$ cat config.mk
export PLATFORM = sky130hd
export DESIGN_NAME = mem_port_arbiter_flat
export DESIGN_NICKNAME = d
export VERILOG_FILES = /design/src/rtl/mem_port_arbiter_pkg.sv /design/src/rtl/mem_port_arbiter_if.sv /design/src/rtl/mem_arb_pick.sv /design/src/rtl/mem_port_arbiter.sv /design/src/flat_wrapper.sv
export SDC_FILE = /design/constraint.sdc
export NUM_CORES = 1
export LEC_CHECK = 0
export ABC_AREA = 1
export CORE_ASPECT_RATIO = 0.9
export CORE_MARGIN = 3
export CORE_UTILIZATION = 35
export CTS_CLUSTER_DIAMETER = 30
export CTS_CLUSTER_SIZE = 8
export DETAILED_ROUTE_END_ITERATION = 12
export PLACE_DENSITY_LB_ADDON = 0.05
export SLEW_MARGIN = 20
export SYNTH_ARGS = -nofsm -noshare
export SYNTH_HDL_FRONTEND = slang
export SYNTH_SLANG_ARGS = --single-unit
$ cat constraint.sdc
create_clock -name clk -period 1.2 [get_ports clk]
set_input_delay 0.12 -clock clk [delete_from_list [all_inputs] [get_ports clk]]
set_output_delay 0.12 -clock clk [all_outputs]
set_load 0.02 [all_outputs]
$ cat src/rtl/mem_port_arbiter_pkg.sv
// Shared types for the unified instruction/data memory port arbiter.
package mem_port_arbiter_pkg;

  localparam int unsigned MEM_ADDR_W = 8;
  localparam int unsigned MEM_DATA_W = 32;

  typedef enum logic [1:0] {
    IDLE  = 2'd0,
    ISSUE = 2'd1,
    WAIT  = 2'd2,
    RESP  = 2'd3
  } arb_state_t;

  typedef enum logic [1:0] {
    GRANT_NONE = 2'd0,
    GRANT_IF   = 2'd1,
    GRANT_M    = 2'd2
  } grant_t;

  // Payload latched at grant time; the requester may change its own copy afterwards.
  typedef struct packed {
    logic                  we;
    logic [MEM_ADDR_W-1:0] addr;
    logic [MEM_DATA_W-1:0] wdata;
  } mem_req_t;

  // Bits needed to hold a streak count in 0..max.
  function automatic int unsigned streak_w(input int unsigned max);
    return (max < 1) ? 1 : $clog2(max + 1);
  endfunction

endpackage

$ cat src/rtl/mem_port_arbiter_if.sv
// Fetch/data request ports, stall outputs and the memory-side bus of the arbiter.
interface mem_port_arbiter_if
  import mem_port_arbiter_pkg::*;
#(
  parameter int unsigned ADDR_W = MEM_ADDR_W,
  parameter int unsigned DATA_W = MEM_DATA_W
);
  logic              if_req;
  logic [ADDR_W-1:0] if_addr;
  logic [DATA_W-1:0] if_rdata;
  logic              if_valid;
  logic              m_req;
  logic              m_we;
  logic [ADDR_W-1:0] m_addr;
  logic [DATA_W-1:0] m_wdata;
  logic [DATA_W-1:0] m_rdata;
  logic              m_valid;
  logic              stall_if;
  logic              stall_m;
  logic              mem_en;
  logic              mem_we;
  logic [ADDR_W-1:0] mem_addr;
  logic [DATA_W-1:0] mem_wdata;
  logic [DATA_W-1:0] mem_rdata;
  logic              busy;

  // Arbiter side.
  modport slave (
    input  if_req, if_addr, m_req, m_we, m_addr, m_wdata, mem_rdata,
    output if_rdata, if_valid, m_rdata, m_valid, stall_if, stall_m,
    output mem_en, mem_we, mem_addr, mem_wdata, busy
  );

  // Pipeline / memory side.
  modport master (
    output if_req, if_addr, m_req, m_we, m_addr, m_wdata, mem_rdata,
    input  if_rdata, if_valid, m_rdata, m_valid, stall_if, stall_m,
    input  mem_en, mem_we, mem_addr, mem_wdata, busy
  );
endinterface

$ cat src/rtl/mem_arb_pick.sv
// Winner selection and next-streak computation; data wins unless fetch has starved long enough.
module mem_arb_pick
  import mem_port_arbiter_pkg::*;
#(
  parameter int unsigned MAX_STREAK = 4,
  parameter int unsigned SW         = streak_w(MAX_STREAK)
) (
  input  logic          if_req,
  input  logic          m_req,
  input  logic [SW-1:0] streak,
  output grant_t        grant,
  output logic [SW-1:0] streak_next
);

  localparam logic [SW-1:0] StreakMax = SW'(MAX_STREAK);

  // Pick the winner and the streak value to commit if the grant is taken.
  always_comb begin
    grant       = GRANT_NONE;
    streak_next = streak;
    if (m_req && !(if_req && (streak == StreakMax))) begin
      grant = GRANT_M;
      if (!if_req) begin
        streak_next = '0;
      end else if (streak != StreakMax) begin
        streak_next = streak + SW'(1);
      end
    end else if (if_req) begin
      grant       = GRANT_IF;
      streak_next = '0;
    end
  end

endmodule

$ cat src/rtl/mem_port_arbiter.sv
// Serializes fetch and data accesses onto one fixed-latency single-port memory.
module mem_port_arbiter
  import mem_port_arbiter_pkg::*;
#(
  parameter int unsigned ADDR_W     = MEM_ADDR_W,
  parameter int unsigned DATA_W     = MEM_DATA_W,
  parameter int unsigned LATENCY    = 2,
  parameter int unsigned MAX_STREAK = 4
) (
  input  logic                    clk,
  input  logic                    rst,
  mem_port_arbiter_if.slave       bus
);

  localparam int unsigned SW = streak_w(MAX_STREAK);
  localparam int unsigned CW = (LATENCY > 1) ? $clog2(LATENCY) : 1;

  arb_state_t        state_q, state_d;
  grant_t            grant_q, grant_d;
  mem_req_t          req_q, req_d;
  logic [CW-1:0]     cnt_q, cnt_d;
  logic [SW-1:0]     streak_q, streak_d;
  logic              mem_en_q, mem_en_d;
  logic              if_valid_q, if_valid_d;
  logic              m_valid_q, m_valid_d;
  logic [DATA_W-1:0] if_rdata_q, if_rdata_d;
  logic [DATA_W-1:0] m_rdata_q, m_rdata_d;

  grant_t            pick_grant;
  logic [SW-1:0]     pick_streak;
  logic [ADDR_W-1:0] sel_addr;

  mem_arb_pick #(
    .MAX_STREAK (MAX_STREAK),
    .SW         (SW)
  ) u_pick (
    .if_req      (bus.if_req),
    .m_req       (bus.m_req),
    .streak      (streak_q),
    .grant       (pick_grant),
    .streak_next (pick_streak)
  );

  // State and response registers; reset abandons any in-flight access silently.
  always_ff @(posedge clk) begin
    if (rst) begin
      state_q    <= IDLE;
      grant_q    <= GRANT_NONE;
      req_q      <= '0;
      cnt_q      <= '0;
      streak_q   <= '0;
      mem_en_q   <= 1'b0;
      if_valid_q <= 1'b0;
      m_valid_q  <= 1'b0;
      if_rdata_q <= '0;
      m_rdata_q  <= '0;
    end else begin
      state_q    <= state_d;
      grant_q    <= grant_d;
      req_q      <= req_d;
      cnt_q      <= cnt_d;
      streak_q   <= streak_d;
      mem_en_q   <= mem_en_d;
      if_valid_q <= if_valid_d;
      m_valid_q  <= m_valid_d;
      if_rdata_q <= if_rdata_d;
      m_rdata_q  <= m_rdata_d;
    end
  end

  // Next-state: grant in IDLE, strobe in ISSUE, count out latency in WAIT, pulse valid in RESP.
  always_comb begin
    state_d    = state_q;
    grant_d    = grant_q;
    req_d      = req_q;
    cnt_d      = cnt_q;
    streak_d   = streak_q;
    mem_en_d   = 1'b0;
    if_valid_d = 1'b0;
    m_valid_d  = 1'b0;
    if_rdata_d = if_rdata_q;
    m_rdata_d  = m_rdata_q;
    sel_addr   = bus.if_addr;
    unique case (state_q)
      IDLE: begin
        if (pick_grant != GRANT_NONE) begin
          grant_d  = pick_grant;
          streak_d = pick_streak;
          if (pick_grant == GRANT_M) begin
            sel_addr    = bus.m_addr;
            req_d.we    = bus.m_we;
            req_d.wdata = bus.m_wdata;
          end else begin
            req_d.we    = 1'b0;
            req_d.wdata = '0;
          end
          req_d.addr = sel_addr;
          mem_en_d   = 1'b1;
          state_d    = ISSUE;
        end
      end
      ISSUE: begin
        cnt_d   = CW'(LATENCY - 1);
        state_d = WAIT;
      end
      WAIT: begin
        if (cnt_q != '0) begin
          cnt_d = cnt_q - CW'(1);
        end else begin
          if (grant_q == GRANT_IF) begin
            if_rdata_d = bus.mem_rdata;
            if_valid_d = 1'b1;
          end else begin
            if (!req_q.we) begin
              m_rdata_d = bus.mem_rdata;
            end
            m_valid_d = 1'b1;
          end
          state_d = RESP;
        end
      end
      RESP: begin
        grant_d = GRANT_NONE;
        state_d = IDLE;
      end
    endcase
  end

  assign bus.if_rdata  = if_rdata_q;
  assign bus.if_valid  = if_valid_q;
  assign bus.m_rdata   = m_rdata_q;
  assign bus.m_valid   = m_valid_q;
  assign bus.mem_en    = mem_en_q;
  assign bus.mem_we    = mem_en_q & req_q.we;
  assign bus.mem_addr  = req_q.addr;
  assign bus.mem_wdata = req_q.wdata;
  assign bus.busy      = (state_q != IDLE);
  // Stall drops in the valid cycle so the requesting stage advances.
  assign bus.stall_if  = bus.if_req & ~if_valid_q;
  assign bus.stall_m   = bus.m_req & ~m_valid_q;

endmodule
$ cat src/flat_wrapper.sv
// flat-port wrapper written by rule: the top's interface ports become plain ports
module mem_port_arbiter_flat import mem_port_arbiter_pkg::*;
#(
  parameter int unsigned ADDR_W     = MEM_ADDR_W,
  parameter int unsigned DATA_W     = MEM_DATA_W,
  parameter int unsigned LATENCY    = 2,
  parameter int unsigned MAX_STREAK = 4
)
  (clk, rst, bus_if_req, bus_if_addr, bus_m_req, bus_m_we, bus_m_addr, bus_m_wdata, bus_mem_rdata, bus_if_rdata, bus_if_valid, bus_m_rdata, bus_m_valid, bus_stall_if, bus_stall_m, bus_mem_en, bus_mem_we, bus_mem_addr, bus_mem_wdata, bus_busy);
  mem_port_arbiter_if #(.ADDR_W(ADDR_W), .DATA_W(DATA_W)) bus_i ();
  input  logic clk;
  input  logic rst;
  input wire logic [$bits(bus_i.if_req)-1:0] bus_if_req;
  input wire logic [$bits(bus_i.if_addr)-1:0] bus_if_addr;
  input wire logic [$bits(bus_i.m_req)-1:0] bus_m_req;
  input wire logic [$bits(bus_i.m_we)-1:0] bus_m_we;
  input wire logic [$bits(bus_i.m_addr)-1:0] bus_m_addr;
  input wire logic [$bits(bus_i.m_wdata)-1:0] bus_m_wdata;
  input wire logic [$bits(bus_i.mem_rdata)-1:0] bus_mem_rdata;
  output wire logic [$bits(bus_i.if_rdata)-1:0] bus_if_rdata;
  output wire logic [$bits(bus_i.if_valid)-1:0] bus_if_valid;
  output wire logic [$bits(bus_i.m_rdata)-1:0] bus_m_rdata;
  output wire logic [$bits(bus_i.m_valid)-1:0] bus_m_valid;
  output wire logic [$bits(bus_i.stall_if)-1:0] bus_stall_if;
  output wire logic [$bits(bus_i.stall_m)-1:0] bus_stall_m;
  output wire logic [$bits(bus_i.mem_en)-1:0] bus_mem_en;
  output wire logic [$bits(bus_i.mem_we)-1:0] bus_mem_we;
  output wire logic [$bits(bus_i.mem_addr)-1:0] bus_mem_addr;
  output wire logic [$bits(bus_i.mem_wdata)-1:0] bus_mem_wdata;
  output wire logic [$bits(bus_i.busy)-1:0] bus_busy;
  assign bus_i.if_req = bus_if_req;
  assign bus_i.if_addr = bus_if_addr;
  assign bus_i.m_req = bus_m_req;
  assign bus_i.m_we = bus_m_we;
  assign bus_i.m_addr = bus_m_addr;
  assign bus_i.m_wdata = bus_m_wdata;
  assign bus_i.mem_rdata = bus_mem_rdata;
  assign bus_if_rdata = bus_i.if_rdata;
  assign bus_if_valid = bus_i.if_valid;
  assign bus_m_rdata = bus_i.m_rdata;
  assign bus_m_valid = bus_i.m_valid;
  assign bus_stall_if = bus_i.stall_if;
  assign bus_stall_m = bus_i.stall_m;
  assign bus_mem_en = bus_i.mem_en;
  assign bus_mem_we = bus_i.mem_we;
  assign bus_mem_addr = bus_i.mem_addr;
  assign bus_mem_wdata = bus_i.mem_wdata;
  assign bus_busy = bus_i.busy;
  mem_port_arbiter #(.ADDR_W(ADDR_W), .DATA_W(DATA_W), .LATENCY(LATENCY), .MAX_STREAK(MAX_STREAK)) u_core (.clk(clk), .rst(rst), .bus(bus_i));
endmodule
After elaboration in Yosys (flattened, before gate mapping)
Index checks and enable logic that the tools add are counted.
{"block": "word_totals", "elab_cells": 70, "in_bits": 85, "reg_bits": 116, "out_inout_bits": 111}
{"block": "op_classes", "n_reduce_logical": 17, "eq_ne": 10, "add_sub_neg": 2, "bitwise_logic": 10, "mux": 19}
{"op": "2-to-1 mux 32 bit", "count": 1}
{"op": "2-to-1 mux 3 bit", "count": 4}
{"op": "nonzero test 2 bit", "count": 5}
{"op": "2-to-1 mux 2 bit", "count": 4}
{"op": "2-to-1 mux 8 bit", "count": 1}
{"op": "one-hot mux 2 bit (4 select lines)", "count": 1}
{"op": "AND reduction 4 bit", "count": 2}
{"op": "NOT 1 bit", "count": 7}
{"op": "equality test 2 bit (second input constant)", "count": 3}
{"op": "2-to-1 mux 1 bit", "count": 6}
{"op": "AND reduction 2 bit", "count": 3}
{"op": "equality test 2 x 1 -> 1 bit (second input constant)", "count": 2}
{"op": "one-hot mux 2 bit (2 select lines)", "count": 1}
{"op": "adder 3 x 1 -> 3 bit (second input constant)", "count": 1}
{"op": "AND 1 bit", "count": 3}
{"op": "equality test 3 bit (second input constant)", "count": 1}
{"op": "!= test 3 x 2 -> 1 bit (second input constant)", "count": 1}
{"op": "!= test 3 bit (second input constant)", "count": 1}
{"op": "AND reduction 3 bit", "count": 1}
{"op": "OR reduction 3 bit", "count": 1}
{"op": "logical AND 1 bit", "count": 2}
{"op": "logical NOT 2 bit", "count": 1}
{"op": "!= test 2 x 1 -> 1 bit (second input constant)", "count": 1}
{"op": "!= test 2 bit (second input constant)", "count": 1}
{"op": "other kinds (4)", "count": 4}

Depth between registers and ports, before layout
Gate-level depths: netlist (run 1).
{"block": "logic_depth", "depth_word": 8, "depth_mapped": 9}

Hierarchy
From an unflattened synthesis (run 1), not the netlist that was laid out.
{"block": "unflattened", "cells_unflattened": 703, "area_unflattened_um2": 5042.3}
{"mod": "mem_port_arbiter", "cells_each": 677, "n_inst": 1, "area_each_um2": 4909.7, "seq_area_each_um2": 2322.2}
{"mod": "mem_arb_pick", "cells_each": 26, "n_inst": 1, "area_each_um2": 132.6, "seq_area_each_um2": 0.0}

Worst setup path before layout (run 1)
Ideal clock, no wire load.
{"block": "synth_timing", "path_kind": "reg-to-reg", "start": "register u_core.state_q[0]", "end": "register u_core.m_rdata_q[0], in the netlist u_core.bus.m_rdata[0]", "arrival_ps": 1197, "stages_incl_launch_ff": 6, "slack_ps": -125, "n_path_buf": 1, "required_ps": 1072, "setup_ps": 128, "synth_period_minus_slack_ps": 1325, "cell_sequence": "dfxtp_1 -> inv_1 -> ha_1 -> nand3_1 -> clkbuf_1 -> a21oi_1"}
{"block": "synth_between", "elab_chain_cells": 2}
{"element": "start: declaration", "line_no": "mem_port_arbiter.sv:18", "source": "arb_state_t state_q, state_d;"}
{"element": "start signal: assignment", "line_no": "mem_port_arbiter.sv:58", "source": "state_q <= state_d;"}
{"element": "equality test 2 bit", "line_no": "mem_port_arbiter.sv:84", "source": "unique case (state_q)"}
{"element": "AND reduction 4 bit (no source line)"}
{"element": "end signal: assignment", "line_no": "mem_port_arbiter.sv:67", "source": "m_rdata_q <= m_rdata_d;"}
{"element": "end: declaration", "line_no": "mem_port_arbiter.sv:27", "source": "logic [DATA_W-1:0] m_rdata_q, m_rdata_d;"}
Every way passes these cells.
A chain may end at the register's enable or synchronous reset.

Worst setup path in the final report (run 1)
{"block": "layout_timing", "start": "register u_core.state_q[0]", "end": "register u_core.if_rdata_q[7], in the netlist u_core.bus.if_rdata[7]"}
{"block": "layout_between", "elab_chain_cells": 2}
{"element": "equality test 2 bit", "line_no": "mem_port_arbiter.sv:84"}
{"element": "AND reduction 3 bit (no source line)"}
{"element": "end signal: assignment", "line_no": "mem_port_arbiter.sv:66", "source": "if_rdata_q <= if_rdata_d;"}
{"element": "end: declaration", "line_no": "mem_port_arbiter.sv:26", "source": "logic [DATA_W-1:0] if_rdata_q, if_rdata_d;"}
Every way passes these cells.

==> key figures, run 1 <==
Clocking
  – Clock buffer depth: 2
  – H-tree levels: 4
  – Num CTS Buffers: 17
  – Clock Pin Slew Worst Setup and Hold Paths: 0.05 ns
  – Clock root buffer: clkbuf_16
  – Hold buffer count at cts: 0
  – Clk sinks: 116
  – Clock Latency Late Sink: 0.42 ns
  – TritonCTS clock tree: yes

Logic synthesis
  – YS warnings: 0
  – Distinct cells, synth: 21
  – Synth Register Bits: 116
  – Post-Syn Area: 4700 µm²
  – Syn Inst Count: 606
  – Avg Cell Area, Syn: 7.75 µm²
  – Seq/Total Area, Yosys: 49.5%
  – Syn nets: 697

Route
  – Routed len/inst: 16.6 µm
  – Total number of vias: 4806
  – Final wirelength: 16400 µm
  – DRC: 0
  – Drt pass-1 iters: 4
  – Antenna viol nets, final: 0
  – DRT iter0 DRCs: 274
  – Vias per cell: 4.86

Global route
  – Gr usage total: 20.7%
  – Vias in the first global route: 4642
  – First-pass GRT wire length: 23900 µm
  – Largest net degree at the start of global routing: 45
  – Initial antenna violation count: 0
  – Total gr overflow: 0

Finish
  – Fill count: 1049
  – Diodes inserted: 0
  – Non-filler cells, final: 989
  – Nets: 903
  – Fin util: 67.5%
  – P&R area growth vs syn: 85.2%
  – Share of cells above drive strength 1: 50.7%

Place
  – Buffers added on ports: 195
  – Cell total after placement: 922
  – Place WS: -0.329 ns
  – RePlAce Congestion: 0.798
  – Post-detail-place hpwl: 9310 µm

Floorplan
  – CORE AREA: 12900 µm²
  – DIE AREA: 14800 µm²
  – Row Count: 39
  – I/O pins: 196
  – Starting Density: 36.5%
  – Die Y: 116 µm
  – Die Wd: 128 µm

Timing
  – Setup_tns: -15.73 ns
  – RSZ-0062 raised after global routing: yes
  – Final setup viols: 115
  – Slew Limit Fails: 0
  – Fin crit share: 117%
  – Worst-Margin Slew: 0.370 ns
  – Final WS setup: -0.204 ns
  – Hold WS: 0.217 ns
  – Fin. Hold Viols: 0
  – Min cycle time layout: 1.40 ns
  – FMAX: 712 MHz
  – Clk_skew: 0.0132 ns
  – Relative slew slack: 75.3%

Outcome
  – Outcome: complete, but fails checks
  – Failing checks: negative setup slack

Critical path
  – Element type at the critical path end: flop
  – Req. time, crit path: 1.51 ns
  – Worst path arrival time: 1.71 ns
  – WS Path Type: flop to flop
  – Max Fanout on Critical Path: 7
  – Crit path launch type: flop

Power
  – Leak: 3.57 nW
  – Maximum VDD drop: 0.00138 V
  – Pwr dens: 2120 nW/µm²

Worst hold path
  – Hold Crit Class: input port to flop

Flow run
  – Reported max-cap violation count: 0
sequential cells by signal, indices dropped and copies added (netlist names):
register	cells
u_core.bus.if_rdata	32
u_core.bus.if_valid	1
u_core.bus.m_rdata	32
u_core.bus.m_valid	1
u_core.bus.mem_addr	8
u_core.bus.mem_en	1
u_core.bus.mem_wdata	32
u_core.cnt_q	1
u_core.grant_q	2
u_core.req_q	1
u_core.state_q	2
u_core.streak_q	3
area by class of cell:
| cell class | instances | area, µm² | share of cell area, % |
|---|---|---|---|
| Inverter | 59 | 258 | 2.96 |
| Sequential cell | 116 | 2330 | 26.8 |
| Tap cell | 164 | 205 | 2.36 |
| Clock buffer | 22 | 494 | 5.68 |
| Multi-Input combinational cell | 354 | 2690 | 31.0 |
| Timing Repair Buffer | 262 | 2590 | 29.7 |
| Clock inverter | 10 | 103 | 1.18 |
| Timing Repair inverter | 2 | 27.5 | 0.316 |
power by group:
group / total, mW / internal [mW] / switching (mW)
sequential: 5.01 / 4.57 / 0.443
clock: 5.02 / 3.30 / 1.72
combinational: 8.42 / 4.01 / 4.42
total: 18.5 / 11.9 / 6.58
cells in the final DEF, fill, tap and decap left out, types with 5 or more instances in the layout:
cell / Yosys / final
nor2_2: 0 / 16
clkdlybuf4s50_1: 0 / 83
buf_4: 46 / 24
buf_2: 14 / 23
clkinv_2: 0 / 7
a21oi_2: 0 / 50
nand3_1: 48 / 13
nand2_2: 0 / 14
o21ai_2: 1 / 24
clkbuf_2: 0 / 62
o21ai_1: 13 / 44
clkbuf_8: 0 / 5
dfxtp_1: 116 / 110
nor2_1: 71 / 41
nand2_1: 67 / 32
nor2_4: 0 / 14
buf_6: 0 / 12
nand3_4: 1 / 18
dfxtp_2: 0 / 5
clkbuf_16: 0 / 21
nand2_4: 1 / 21
inv_2: 4 / 14
nand3_2: 0 / 18
a21oi_1: 80 / 30
clkdlybuf4s15_2: 0 / 21
inv_1: 54 / 41
o21ai_4: 0 / 5
buf_12: 0 / 15
buf_16: 0 / 10
Yosys cell counts (all sizes together):
library cell	count	share of area (%)
o21ai	77	8.3
dfxtp	116	49
nand3	49	5.5
nand2	68	5.6
nor2	71	5.7
nor3	1	0.11
inv	59	4.8
clkbuf	16	1.3
ha	6	1.6
buf	61	8.9
a21oi	80	8.5
o211ai	1	0.16
nor4	1	0.13
path summary, 6_finish.rpt:
check,start,end,slack (ns),depth (start not counted)
max,u_core.state_q[0],u_core.bus.if_rdata[7],-0.20,9
min,bus_if_req,u_core.grant_q[0],0.22,5
max reg2reg,u_core.state_q[0],u_core.bus.if_rdata[7],-0.20,9
min reg2reg,u_core.bus.m_rdata[19],u_core.bus.m_rdata[19],0.44,2
metrics by stage:
stage | area, µm² | power, mW
finish | 8700 | 18.5
detailed placement | 6790 | 10.4
global placement | 6790 | 10.3
CTS | 8360 | 17.8
floorplan | 4770 | 8.14
global route | 8700 | 19.4
logic make-up after synthesis:
family,count (synthesis),synth area share [%]
fa+ha+maj,6,1.60
buf+inv,136,15.0
simple gates,190,17.0
compound gates,158,17.0
flops,116,49.5
timing repair:
action / in CTS / in global routing
hold endpoints to repair: 0 / 0
setup endpoints to repair: 225 / 187
pin swaps: 35 / 71
cloned: 15 / 5
buffers inserted: 15 / 9
resized for setup: 431 / 289
per-layer routing:
metal	part of all wire, %	global-route usage (%)	wire [µm]	vias up
li1	-	-	-	2366
met1	45	26.8	7420	2274
met2	47	32.3	7700	149
met3	6.6	7.14	1090	17
met4	1.1	7.07	178	0
met5	0	0	0	-
worst max-delay path, cell delays in order (launching register included):
cell and delay, ns:
dfxtp_2 0.33, inv_2 0.05, buf_6 0.11, ha_4 0.18
nand3_4 0.11, buf_12 0.13, clkinv_8 0.08, clkbuf_16 0.18
nor2_4 0.07, nor2_1 0.04
Note: power is estimated with default switching activity, not from simulation.
==> inputs of run 2 (changes only) <==
--- a/config.mk
+++ b/config.mk
@@ -9,11 +9,11 @@
 export CORE_ASPECT_RATIO = 0.9
 export CORE_MARGIN = 3
 export CORE_UTILIZATION = 35
-export CTS_CLUSTER_DIAMETER = 30
+export CTS_CLUSTER_DIAMETER = 60
 export CTS_CLUSTER_SIZE = 8
 export DETAILED_ROUTE_END_ITERATION = 12
 export PLACE_DENSITY_LB_ADDON = 0.05
-export SLEW_MARGIN = 20
+export RECOVER_POWER = 100
 export SYNTH_ARGS = -nofsm -noshare
 export SYNTH_HDL_FRONTEND = slang
 export SYNTH_SLANG_ARGS = --single-unit
==> run 2 against run 1 <==
Effect of this change:
- the flow still finishes with violations (negative setup slack)
- global-route usage is the same
- clock-buffer cell count unchanged
- cell area fell by 0.52%
- utilization down 0.35 points
- die area is the same
- worst setup slack hardly changed
- sequential share of layout area up 0.11 points
- critical path type unchanged
- largest power group unchanged
==> key figures, run 2 (synthesized netlist as in run 1, its figures left out) <==
Route
  – DRC: 0
  – Antenna viol nets, final: 0
  – Drt pass-1 iters: 4
  – Routed len/inst: 16.6 µm
  – Final wirelength: 16400 µm
  – Total number of vias: 4793
  – Vias per cell: 4.85
  – DRT iter0 DRCs: 243

Timing
  – Final WS setup: -0.204 ns
  – Min cycle time layout: 1.40 ns
  – RSZ-0062 raised after global routing: yes
  – Fin. Hold Viols: 0
  – Relative slew slack: 75.4%
  – Final setup viols: 115
  – Fin crit share: 117%
  – Slew Limit Fails: 0
  – FMAX: 712 MHz
  – Clk_skew: 0.0132 ns
  – Worst-Margin Slew: 0.370 ns

Clocking
  – Clock Pin Slew Worst Setup and Hold Paths: 0.05 ns
  – H-tree levels: 4
  – Hold buffer count at cts: 0
  – Num CTS Buffers: 17
  – Clock buffer depth: 2
  – TritonCTS clock tree: yes
  – Clock Latency Late Sink: 0.42 ns
  – Clock root buffer: clkbuf_16
  – Clk sinks: 116

Worst hold path
  – WHS Endpoint: u_core.grant_q[0]
  – Hold Crit Class: input port to flop
  – Hold_sp: bus_if_req
  – Hold Crit Depth: 5

Global route
  – Vias in the first global route: 4642
  – Initial antenna violation count: 0
  – Gr usage total: 20.7%
  – First-pass GRT wire length: 23900 µm
  – Met3 Use GR: 7.14%
  – Largest net degree at the start of global routing: 45
  – Grt met1 use: 26.8%
  – Total gr overflow: 0
  – Gr busiest metal: met2
  – Met2 Use GR: 32.3%

Critical path
  – R2R cell count: 9
  – Critical Path, Cell by Cell: inv_2, buf_6, ha_4, nand3_4, buf_12, clkinv_8, clkbuf_16, nor2_2, nor2_1
  – Worst R2R Start: u_core.state_q[0]
  – Element type at the critical path end: flop
  – CP delay by family, top: buffers and inverters
  – WP buf/inv: 5
  – Worst path arrival time: 1.71 ns
  – Crit-path slowest cell: dfxtp_2
  – Req. time, crit path: 1.51 ns
  – Max Fanout on Critical Path: 7
  – Endpoint of the worst register-to-register path: u_core.bus.if_rdata[0]
  – WS Path Type: flop to flop
  – CP peak stage delay: 0.33 ns
  – Crit path launch type: flop
  – Worst R2R Setup Slack: -0.20 ns
  – Crit. Startpoint: u_core.state_q[0]

Place
  – Buffers added on ports: 195
  – RePlAce Congestion: 0.798
  – Post-detail-place hpwl: 9310 µm

Finish
  – Nets: 903
  – Seq. cell area: 2330 µm²
  – Most common cell after layout, fill and taps aside: dfxtp_1
  – Diodes inserted: 0
  – Fill count: 1066
  – Fin util: 67.2%
  – Most frequent cells in the layout: dfxtp_1, clkdlybuf4s50_1, a21oi_2, clkbuf_2, o21ai_1
  – Area occupied by multi-input gates: 2690 µm²
  – Share of cells above drive strength 1: 46.5%
  – P&R area growth vs syn: 84.3%

Outcome
  – Outcome: complete, but fails checks
  – Failing checks: negative setup slack

Floorplan
  – CORE AREA: 12900 µm²
  – Die Y: 116 µm
  – Row Count: 39
  – I/O pins: 196
  – Starting Density: 36.5%
  – DIE AREA: 14800 µm²
  – Die Wd: 128 µm

Power
  – Leak: 3.44 nW
  – Power Total: 18.4 mW
  – Pwr dens: 2130 nW/µm²
  – Maximum VDD drop: 0.00138 V

Flow run
  – Reported max-cap violation count: 0
-- run 2: tightest hold or removal path, delay by kind of cell --
kind                   cells  cell delay (ns)
buffers and inverters      2             0.26
AOI/OAI and AO/OA          2             0.12
and+or+nand+nor            1             0.08
-- run 2: area by class of cell --
| cell class | instances | area share (%) |
|---|---|---|
| Timing Repair Buffer | 262 | 29.4 |
| Clock inverter | 10 | 1.19 |
| Clock buffer | 22 | 5.71 |
| Tap cell | 164 | 2.37 |
| Sequential cell | 116 | 26.9 |
| Inverter | 59 | 2.98 |
| Multi-Input combinational cell | 354 | 31.1 |
| Timing Repair inverter | 2 | 0.318 |
-- run 2: repair_timing --
action | CTS | global route
pin swaps | 35 | 71
buffers inserted | 15 | 9
cloned | 15 | 5
resized for setup | 431 | 289
setup endpoints to repair | 225 | 187
endpoints found under the hold margin | 0 | 0
-- run 2: layer usage --
| metal | vias up | part of all wire [%] |
|---|---|---|
| met5 | - | 0 |
| met4 | 0 | 1.1 |
| met3 | 16 | 6.7 |
| met2 | 145 | 47 |
| met1 | 2264 | 45 |
| li1 | 2368 | - |
-- run 2: where the power goes --
group / switching [mW] / total [mW] / internal (mW)
registers: 0.444 / 5.01 / 4.57
logic: 4.42 / 8.37 / 3.95
clock network: 1.72 / 5.02 / 3.30
-- run 2: worst max-delay path by stage --
stage               slack (ns)  depth (start not counted)                       end
finish                   -0.20                          9    u_core.bus.if_rdata[0]
global route             -0.25                          9    u_core.bus.if_rdata[0]
CTS                      -0.20                          9         u_core.state_q[0]
detailed placement       -0.33                          6  u_core.bus.mem_wdata[22]
global placement         -0.31                          4              bus_stall_if
floorplan               0.0002                          8        u_core.streak_q[1]
-- run 2: metrics by stage --
stage / hold WS, ns / cell area [µm²] / setup TNS, ns / cells / worst slack, ns
2_1_floorplan: 0.204 / 4770 / 0 / 606 / 0.000213
3_3_place_gp: 0.430 / 6790 / -17.46 / 922 / -0.306
3_5_place_dp: 0.433 / 6790 / -21.80 / 922 / -0.329
4_1_cts: 0.250 / 8360 / -14.84 / 982 / -0.196
5_1_grt: 0.229 / 8650 / -22.29 / 989 / -0.249
6_report: 0.216 / 8650 / -15.86 / 989 / -0.204
